## src/rtl/sci_op_pkt_fifo_pkg.sv

```systemverilog
// Shared widths, packet layout and helpers for the operation-packet ingress FIFO.
// Packet layout, LSB first: data_x, then mode, then res in the MSBs.
package sci_op_pkt_fifo_pkg;

  localparam int DATA_WIDTH = 32;
  localparam int RES_WIDTH  = 4;
  localparam int NUM_MODES  = 4;
  localparam int PKT_WIDTH  = RES_WIDTH + NUM_MODES + DATA_WIDTH;

  localparam int DATA_LSB   = 0;
  localparam int MODE_LSB   = DATA_LSB + DATA_WIDTH;
  localparam int RES_LSB    = MODE_LSB + NUM_MODES;

  localparam int DEPTH      = 8;
  localparam int ADDR_WIDTH = 3;

  // Packed so that res lands in the MSBs and data_x in the LSBs.
  typedef struct packed {
    logic [RES_WIDTH-1:0]  res;
    logic [NUM_MODES-1:0]  mode;
    logic [DATA_WIDTH-1:0] data_x;
  } op_pkt_t;

  function automatic logic mode_is_one_hot(input logic [NUM_MODES-1:0] m);
    return $onehot(m);
  endfunction

endpackage

```

## src/rtl/sci_op_pkt_fifo_if.sv

```systemverilog
// Host push channel and core show-ahead/pop channel of the operation-packet FIFO.
// Push: a transfer happens on a rising edge where pkt_valid && pkt_ready; the host
// holds pkt_* stable while valid && !ready. Pop: fifo_pop consumes the head entry.
interface sci_op_pkt_fifo_if;
  import sci_op_pkt_fifo_pkg::*;

  logic                  pkt_valid;
  logic                  pkt_ready;
  logic [RES_WIDTH-1:0]  pkt_res;
  logic [NUM_MODES-1:0]  pkt_mode;
  logic [DATA_WIDTH-1:0] pkt_data_x;

  logic                  op_pkt_available;
  logic [RES_WIDTH-1:0]  res;
  logic [NUM_MODES-1:0]  mode;
  logic [DATA_WIDTH-1:0] data_x;
  logic                  fifo_pop;

  modport slave (
    input  pkt_valid, pkt_res, pkt_mode, pkt_data_x, fifo_pop,
    output pkt_ready, op_pkt_available, res, mode, data_x
  );

  modport master (
    output pkt_valid, pkt_res, pkt_mode, pkt_data_x, fifo_pop,
    input  pkt_ready, op_pkt_available, res, mode, data_x
  );

endinterface

```

## src/rtl/sci_op_pkt_fifo_ram.sv

```systemverilog
// Packet storage: register array with one synchronous write port and an
// asynchronous read port. Contents are deliberately left unreset.
module pkt_fifo_ram #(
  parameter int DEPTH      = 8,
  parameter int ADDR_WIDTH = 3,
  parameter int WIDTH      = 40
) (
  input  logic                  clk,
  input  logic                  we,
  input  logic [ADDR_WIDTH-1:0] waddr,
  input  logic [WIDTH-1:0]      wdata,
  input  logic [ADDR_WIDTH-1:0] raddr,
  output logic [WIDTH-1:0]      rdata
);

  logic [WIDTH-1:0] mem [DEPTH];

  always_ff @(posedge clk) begin
    if (we) begin
      mem[waddr] <= wdata;
    end
  end

  assign rdata = mem[raddr];

endmodule

```

## src/rtl/sci_op_pkt_fifo.sv

```systemverilog
// Ingress FIFO for compute-core operation packets: one-hot mode screening on push,
// show-ahead head packet for the core, sticky bad-mode and underflow flags.
module sci_op_pkt_fifo
  import sci_op_pkt_fifo_pkg::*;
(
  input  logic                  clk,
  input  logic                  rst_n,
  sci_op_pkt_fifo_if.slave      bus,
  output logic [ADDR_WIDTH:0]   fill_level,
  output logic                  bad_mode_err,
  output logic                  underflow_err,
  input  logic                  err_clr
);

  localparam logic [ADDR_WIDTH:0]   FULL_COUNT = (ADDR_WIDTH+1)'(DEPTH);
  localparam logic [ADDR_WIDTH:0]   CNT_ONE    = (ADDR_WIDTH+1)'(1);
  localparam logic [ADDR_WIDTH-1:0] PTR_ONE    = ADDR_WIDTH'(1);

  logic [ADDR_WIDTH-1:0] wr_ptr;
  logic [ADDR_WIDTH-1:0] rd_ptr;
  logic [ADDR_WIDTH:0]   count;
  logic [ADDR_WIDTH:0]   count_nxt;

  logic          empty;
  logic          push_hs;
  logic          mode_ok;
  logic          push_store;
  logic          pop_ok;
  logic          pop_under;
  logic          set_bad;
  op_pkt_t       wr_pkt;
  op_pkt_t       rd_pkt;
  logic [PKT_WIDTH-1:0] rd_bits;

  assign empty         = (count == '0);
  // Ready comes only from the registered count, so a same-cycle pop never opens it.
  assign bus.pkt_ready = (count != FULL_COUNT);

  assign push_hs    = bus.pkt_valid && bus.pkt_ready;
  assign mode_ok    = mode_is_one_hot(bus.pkt_mode);
  assign push_store = push_hs && mode_ok;
  assign set_bad    = push_hs && !mode_ok;
  assign pop_ok     = bus.fifo_pop && !empty;
  assign pop_under  = bus.fifo_pop && empty;

  assign wr_pkt = '{res: bus.pkt_res, mode: bus.pkt_mode, data_x: bus.pkt_data_x};

  pkt_fifo_ram #(
    .DEPTH      (DEPTH),
    .ADDR_WIDTH (ADDR_WIDTH),
    .WIDTH      (PKT_WIDTH)
  ) u_ram (
    .clk   (clk),
    .we    (push_store),
    .waddr (wr_ptr),
    .wdata (wr_pkt),
    .raddr (rd_ptr),
    .rdata (rd_bits)
  );

  assign rd_pkt = op_pkt_t'(rd_bits);

  // Stale array contents must never leak out while the FIFO is empty.
  assign bus.op_pkt_available = !empty;
  assign bus.res    = empty ? '0 : rd_pkt.res;
  assign bus.mode   = empty ? '0 : rd_pkt.mode;
  assign bus.data_x = empty ? '0 : rd_pkt.data_x;
  assign fill_level = count;

  always_comb begin
    count_nxt = count;
    case ({push_store, pop_ok})
      2'b10:   count_nxt = count + CNT_ONE;
      2'b01:   count_nxt = count - CNT_ONE;
      default: count_nxt = count;
    endcase
  end

  always_ff @(posedge clk or negedge rst_n) begin
    if (!rst_n) begin
      wr_ptr        <= '0;
      rd_ptr        <= '0;
      count         <= '0;
      bad_mode_err  <= 1'b0;
      underflow_err <= 1'b0;
    end else begin
      if (push_store) begin
        wr_ptr <= wr_ptr + PTR_ONE;
      end
      if (pop_ok) begin
        rd_ptr <= rd_ptr + PTR_ONE;
      end
      count <= count_nxt;

      // A fresh error event wins over a clear in the same cycle.
      if (set_bad) begin
        bad_mode_err <= 1'b1;
      end else if (err_clr) begin
        bad_mode_err <= 1'b0;
      end

      if (pop_under) begin
        underflow_err <= 1'b1;
      end else if (err_clr) begin
        underflow_err <= 1'b0;
      end
    end
  end

endmodule
```

## src/flat_wrapper.sv

```systemverilog
// flat-port wrapper written by rule: the top's interface ports become plain ports
module sci_op_pkt_fifo_flat import sci_op_pkt_fifo_pkg::*;
  (clk, rst_n, fill_level, bad_mode_err, underflow_err, err_clr, bus_pkt_valid, bus_pkt_res, bus_pkt_mode, bus_pkt_data_x, bus_fifo_pop, bus_pkt_ready, bus_op_pkt_available, bus_res, bus_mode, bus_data_x);
  sci_op_pkt_fifo_if bus_i ();
  input  logic clk;
  input  logic rst_n;
  output logic [ADDR_WIDTH:0] fill_level;
  output logic bad_mode_err;
  output logic underflow_err;
  input  logic err_clr;
  input wire logic [$bits(bus_i.pkt_valid)-1:0] bus_pkt_valid;
  input wire logic [$bits(bus_i.pkt_res)-1:0] bus_pkt_res;
  input wire logic [$bits(bus_i.pkt_mode)-1:0] bus_pkt_mode;
  input wire logic [$bits(bus_i.pkt_data_x)-1:0] bus_pkt_data_x;
  input wire logic [$bits(bus_i.fifo_pop)-1:0] bus_fifo_pop;
  output wire logic [$bits(bus_i.pkt_ready)-1:0] bus_pkt_ready;
  output wire logic [$bits(bus_i.op_pkt_available)-1:0] bus_op_pkt_available;
  output wire logic [$bits(bus_i.res)-1:0] bus_res;
  output wire logic [$bits(bus_i.mode)-1:0] bus_mode;
  output wire logic [$bits(bus_i.data_x)-1:0] bus_data_x;
  assign bus_i.pkt_valid = bus_pkt_valid;
  assign bus_i.pkt_res = bus_pkt_res;
  assign bus_i.pkt_mode = bus_pkt_mode;
  assign bus_i.pkt_data_x = bus_pkt_data_x;
  assign bus_i.fifo_pop = bus_fifo_pop;
  assign bus_pkt_ready = bus_i.pkt_ready;
  assign bus_op_pkt_available = bus_i.op_pkt_available;
  assign bus_res = bus_i.res;
  assign bus_mode = bus_i.mode;
  assign bus_data_x = bus_i.data_x;
  sci_op_pkt_fifo u_core (.clk(clk), .rst_n(rst_n), .bus(bus_i), .fill_level(fill_level), .bad_mode_err(bad_mode_err), .underflow_err(underflow_err), .err_clr(err_clr));
endmodule
```

## config.mk

```make
export PLATFORM = sky130hd
export DESIGN_NAME = sci_op_pkt_fifo_flat
export DESIGN_NICKNAME = d
export VERILOG_FILES = /design/src/rtl/sci_op_pkt_fifo_pkg.sv /design/src/rtl/sci_op_pkt_fifo_if.sv /design/src/rtl/sci_op_pkt_fifo_ram.sv /design/src/rtl/sci_op_pkt_fifo.sv /design/src/flat_wrapper.sv
export SDC_FILE = /design/constraint.sdc
export NUM_CORES = 1
export LEC_CHECK = 0
export CAP_MARGIN = 20
export CELL_PAD_IN_SITES_DETAIL_PLACEMENT = 2
export CELL_PAD_IN_SITES_GLOBAL_PLACEMENT = 2
export CORE_MARGIN = 4
export CORE_UTILIZATION = 50
export CTS_BUF_LIST = sky130_fd_sc_hd__clkbuf_2
export DETAILED_ROUTE_END_ITERATION = 8
export PLACE_DENSITY_LB_ADDON = 0.1
export SYNTH_ARGS = -nofsm -noshare
export SYNTH_HDL_FRONTEND = slang
export SYNTH_SLANG_ARGS = --single-unit
```

## constraint.sdc

```tcl
create_clock -name clk -period 12 [get_ports clk]
set_clock_uncertainty 0.1 [all_clocks]
set_input_delay 3.6 -clock clk [delete_from_list [all_inputs] [get_ports clk]]
set_output_delay 3.6 -clock clk [all_outputs]
set_load 0.01 [all_outputs]
```

Word-level counts from Yosys, hierarchy flattened --
Memory sizes are Yosys's and may differ from the RTL's. Cells that the tools add are included. W data, S select, Z words.
Word-level totals: bits in registers 12, latch bits 0, input bits 45, bits in read-only memories 0, memories kept 1, word-level logic and storage cells 37, output and inout bits 48, RAM bits 320
Operators by class: $mul 0, mux-type cells 9, add/subtract/negate cells 7, equal/unequal tests 4, reduce and logical (&&, ||, !) cells 11, div/mod/pow operators 0, bitwise gates (word level) 0, magnitude comparators 0, shifts and indexed selects 0
Memories:
- u_core.u_ram.mem | depth 8, bits a word 40, rd ports 1, clocked after Yosys merged registers in 0, write ports 1, RTL line sci_op_pkt_fifo_ram.sv:16 | logic [WIDTH-1:0] mem [DEPTH];
Operators by type and width (number):
- $mux W32 | 1
- $mux W4 | 2
- $pmux W4 S2 | 1
- $add A3 B1 Y3 const B | 2
- $reduce_bool A2 Y1 | 3
- $logic_and A1 B1 Y1 | 5
- $mux W1 | 5
- $add A1 B1 Y2 | 2
- $add A4 B1 Y4 const B | 1
- $logic_not A4 Y1 | 1
- $ne A4 B4 Y1 const B | 1
- $sub A4 B1 Y4 const B | 1
- $add A3 B3 Y3 | 1
- $eq A3 B1 Y1 const B | 1
- $eq A2 B1 Y1 const B | 1
- $eq A2 B2 Y1 const B | 1
- $logic_not A1 Y1 | 2

Depth between registers and ports, before layout --
word-level depth 6, mapped depth 13, gate-level depth less buffers 13

By module --
From an unflattened synthesis, not the netlist that was laid out.
Unflattened totals: cell total of the unflattened synthesis 588, area total of the unflattened synthesis 13390.3 µm²
Modules (own cells, without submodules):
- pkt_fifo_ram | instances 1, sequential area each 9609.2 µm², area an instance 12370.6 µm², cells each 475
- sci_op_pkt_fifo | instances 1, sequential area each 300.3 µm², area an instance 1019.7 µm², cells each 113

Worst setup path before layout --
Ideal clock, no wire load.
path kind input-to-reg, start point input port bus_pkt_mode[0], end point memory u_core.u_ram.mem[0][0] (enable), path buffers 0, path slack 3.496 ns, arrival 7.917 ns, library setup time 0.487 ns, stages on the path 7, data required time 11.413 ns, cells stage by stage ha_1 -> ha_1 -> fa_1 -> nor3b_1 -> and3_4 -> nand2b_1 -> nor3_1
On the way: cells in the longest elaborated chain, start to end 6
Ends and longest elaborated chain:
- start: declaration | RTL line flat_wrapper.sv:13 | input wire logic [$bits(bus_i.pkt_mode)-1:0] bus_pkt_mode;
- $add A1 B1 Y2 (implied by the code) | RTL line sci_op_pkt_fifo_pkg.sv:25 | return $onehot(m);
- $add A3 B3 Y3 (implied by the code) | RTL line sci_op_pkt_fifo_pkg.sv:25
- $eq A3 B1 Y1 | RTL line sci_op_pkt_fifo_pkg.sv:25
- $logic_and A1 B1 Y1 | RTL line sci_op_pkt_fifo.sv:41 | assign push_store = push_hs && mode_ok;
- $mux W1 | RTL line sci_op_pkt_fifo_ram.sv:19 | if (we) begin
- $mux W1 (implied by the code) | RTL line sci_op_pkt_fifo_ram.sv:20 | mem[waddr] <= wdata;
- end: declaration | RTL line sci_op_pkt_fifo_ram.sv:16
Every way passes these cells.

Worst setup path after layout --
start point register u_core.rd_ptr[0], end point output port bus_data_x[1]
On the way: cells in the longest elaborated chain, start to end 2
Ends and longest elaborated chain:
- start: declaration | RTL line sci_op_pkt_fifo.sv:20 | logic [ADDR_WIDTH-1:0] rd_ptr;
- start signal: assignment | RTL line sci_op_pkt_fifo.sv:91 | rd_ptr <= rd_ptr + PTR_ONE;
- $mem_v2 Z8 W40
- $mux W32 | RTL line sci_op_pkt_fifo.sv:67 | assign bus.data_x = empty ? '0 : rd_pkt.data_x;
- end: declaration | RTL line flat_wrapper.sv:20 | output wire logic [$bits(bus_i.data_x)-1:0] bus_data_x;
Every way passes these cells.

==> impl_summary.log <==
[metrics] utilization after layout: 0.593
[metrics] count of cells along the worst register-to-register path: 11
[metrics] # DRC: 0
[metrics] post-synth design cell area: 0.0128 mm^2
[metrics] routed vias: 6795
[metrics] Initial Utilization: 0.509
[metrics] cells after synthesis: 580
[metrics] Pleak: 5.05 nW
[metrics] minimum clock period: 7810 ps
[metrics] WL final: 37500 um
[metrics] total power of the final layout: 3.39 mW
[metrics] number of top-level design ports: 93
[metrics] total of endpoints with negative setup slack in the final report: 0
[metrics] post-synthesis simple-gate area fraction: 0.0249
[metrics] synthesized net count: 634
[metrics] Reg area: 0.00992 mm^2
[metrics] wire length of the first global-routing pass: 50500 um
[metrics] fraction of final layout cells sized beyond drive strength 1: 0.305
[metrics] via count of the first global-routing pass: 7685
[metrics] number of fillers in the final layout: 2076
[metrics] average wire per cell in the routed design: 33.2 um
[metrics] share of the yosys chip area belonging to registers: 0.772
[metrics] number of synthesized register bits: 332
[metrics] Warnings, synthesis: 0
[metrics] area used by multi-input combinational logic: 0.00284 mm^2
[metrics] Slew HR: 0.330
[metrics] CTS H-tree depth: 3
[metrics] worst slew pin tran: 1000 ps
[metrics] final-report max-slew violation count: 0
[metrics] Setup TNS Final: 0 ps
[metrics] DP Area: 0.0142 mm^2
[metrics] pre-CTS setup slack: 4000 ps
[metrics] Avg Vias per Cell: 6.01
[metrics] type of the worst min-delay path: reg2reg
[metrics] post-cts resize count: 0
[metrics] number of max-cap violations: 0
[metrics] port bufs: 92
[metrics] Site Rows: 58
[metrics] depth of the worst hold-timing path: 1
[metrics] standard cell core area: 0.0253 mm^2
[metrics] last weighted congestion value of the routability-driven placer: 0.708
[metrics] Avg Synthesized Cell Area: 22.1 um^2
[metrics] insertion delay to the later sink of the worst-skew pair: 830 ps
[metrics] maximum fanout along the worst path: 50
[metrics] global-route congestion overflow total: 0
[metrics] xor and xnor area share after synthesis: 0.00546
[metrics] adder-cell area share of the yosys netlist: 0.00935
[metrics] Hold WS: 505 ps
[metrics] upper clock frequency limit: 128 MHz
[metrics] Max Root-Sink Buffers: 3
[metrics] floorplan die area: 0.0283 mm^2
[metrics] Power per Cell Area: 226 mW/mm^2
[metrics] number of flops mapped to enable cells by yosys: 320
[metrics] prevailing post-synth register cell: edfxtp_1
[metrics] cells taking the most area after synthesis: edfxtp_1, mux4_2, mux2i_1
[metrics] count of cell types in the netlist: 32
[metrics] final non-filler cell total: 1130
[metrics] cell type with the highest aggregate area in the netlist: edfxtp_1
[metrics] Final period util: 0.651
[metrics] quantity of hold-fixing buffers added after cts: 0
[metrics] largest net degree at the start of global routing: 51
[metrics] Layout Cell Area excl Fill: 0.0150 mm^2
[metrics] CP endpoint kind: primary output
[metrics] maximum vdd drop: 0.103 mV
[metrics] complex-gate fraction of the synthesized area: 0.00302
[metrics] clock transition at the registers of the reported paths: 120 ps
[metrics] critical path launch point type: flop
[metrics] number of nets with antenna violations after detailed routing: 0
[metrics] type of the worst setup path: reg2out
[metrics] number of optimization iterations in the first detailed-route pass: 4
[metrics] dpl hpwl: 20100 um
[metrics] y dimension of the die: 168 um
[metrics] placed instance count: 988
[metrics] final number of hold-violating endpoints: 0
[metrics] top-area cell type share of the netlist area: 0.748
[metrics] master cell of the clock root buffer: clkbuf_2
[metrics] die width: 168 um
[metrics] clock sinks: 332
[metrics] combinational family with the most area after synthesis: multiplexers
[metrics] Global Route Usage Sum: 0.242
[metrics] post-CTS setup buffer count: 0
[metrics] antenna violations before repair: 2
[metrics] portion of netlist area occupied by mux cells: 0.174
[metrics] fraction of synthesis flops using an asynchronous set or reset pin: 0.0361
[metrics] first-iteration detailed-routing DRC count: 629
[metrics] unrepaired setup endpoints after global routing: false
[metrics] required time of the critical path: 8300 ps
[metrics] TritonCTS clock tree: yes
[metrics] arrival time at the worst endpoint: 4110 ps
[metrics] clock buffers created by TritonCTS: 84
[metrics] relative area change from synthesis to final layout: 16.6%
[metrics] Nets: 798
[metrics] status: finished clean
[metrics] worst-case setup margin in the final layout: 4190 ps
-- Yosys cell counts (3+ instances only) --
cell type  count
ha_1           8
dfrtp_1       12
xor2_1         5
nand2b_1       4
nor2_1        48
buf_1          4
nand2_1        8
clkbuf_1      14
buf_2         10
mux4_2        80
edfxtp_1     320
xnor2_1        3
mux2i_1       40
-- layer usage --
layer	vias up	share of wire	wire length (um)	global-route usage
met3	62	0.051	1930	0.0519
met2	268	0.54	20100	0.425
li1	2755	-	-	-
met5	-	0.00053	20	0
met1	3708	0.39	14700	0.304
met4	2	0.020	754	0.0752
-- worst paths after layout --
kind | from | end | slack, ps
max in group asynchronous | rst_n | u_core.rd_ptr[0] | 8230
hold / removal | u_core.fill_level[3] | u_core.fill_level[3] | 500
setup / recovery | u_core.rd_ptr[0] | bus_data_x[1] | 4190
hold reg to reg | u_core.fill_level[3] | u_core.fill_level[3] | 500
setup reg to reg | u_core.fill_level[2] | u_core.fill_level[2] | 8830
min in group asynchronous | rst_n | u_core.rd_ptr[1] | 3050
-- logic make-up (layout without fill, tap and decap cells) --
| logic type | count (synthesis) | in the layout |
|---|---|---|
| AOI/OAI and AO/OA | 6 | 6 |
| xor gates and xnor gates | 8 | 8 |
| adders and majority gates | 9 | 9 |
| buffers and inverters | 33 | 252 |
| DFF | 332 | 332 |
| muxes | 123 | 123 |
| other | 0 | 1 |
| and+or+nand+nor | 69 | 69 |
-- state kept, by name (all words and copies together), names as in the netlist --
| name | count |
|---|---|
| u_core.rd_ptr | 3 |
| u_core.wr_ptr | 3 |
| u_core.u_ram.mem | 320 |
| u_core.bad_mode_err | 1 |
| u_core.fill_level | 4 |
| u_core.underflow_err | 1 |
-- where the power goes --
| part | total (mW) | switching, mW | internal (mW) |
|---|---|---|---|
| combinational | 1.11 | 0.515 | 0.598 |
| clock | 0.797 | 0.505 | 0.292 |
| sequential | 1.48 | 0.137 | 1.34 |
-- layout by cell type (no fill, tap or decap), types with 6 or more instances in the layout --
master,synthesis,final
buf_4,0,14
clkbuf_2,0,123
clkdlybuf4s50_1,0,92
clkinv_1,0,10
dfrtp_1,12,9
edfxtp_1,320,320
ha_1,8,8
mux2i_1,40,40
mux4_2,80,80
nand2_1,8,8
nor2_1,48,42
nor2_4,0,6
-- layout make-up --
| cell class | instances | area share |
|---|---|---|
| inverters | 4 | 0.00100 |
| diodes | 1 | 0.000167 |
| multi-input cells | 215 | 0.190 |
| flip-flops and latches | 332 | 0.663 |
| clock inverters | 18 | 0.00711 |
| repair buffers | 107 | 0.0704 |
| well taps | 330 | 0.0276 |
| clock buffers | 123 | 0.0411 |
-- worst max-delay path: stages, from the launching register on --
cell,delay [ps]
dfrtp_4,900
buf_4,870
mux4_2,620
mux2i_1,210
nor2_1,130
clkdlybuf4s50_1,510
No activity file was read; power rests on OpenSTA's default activity.
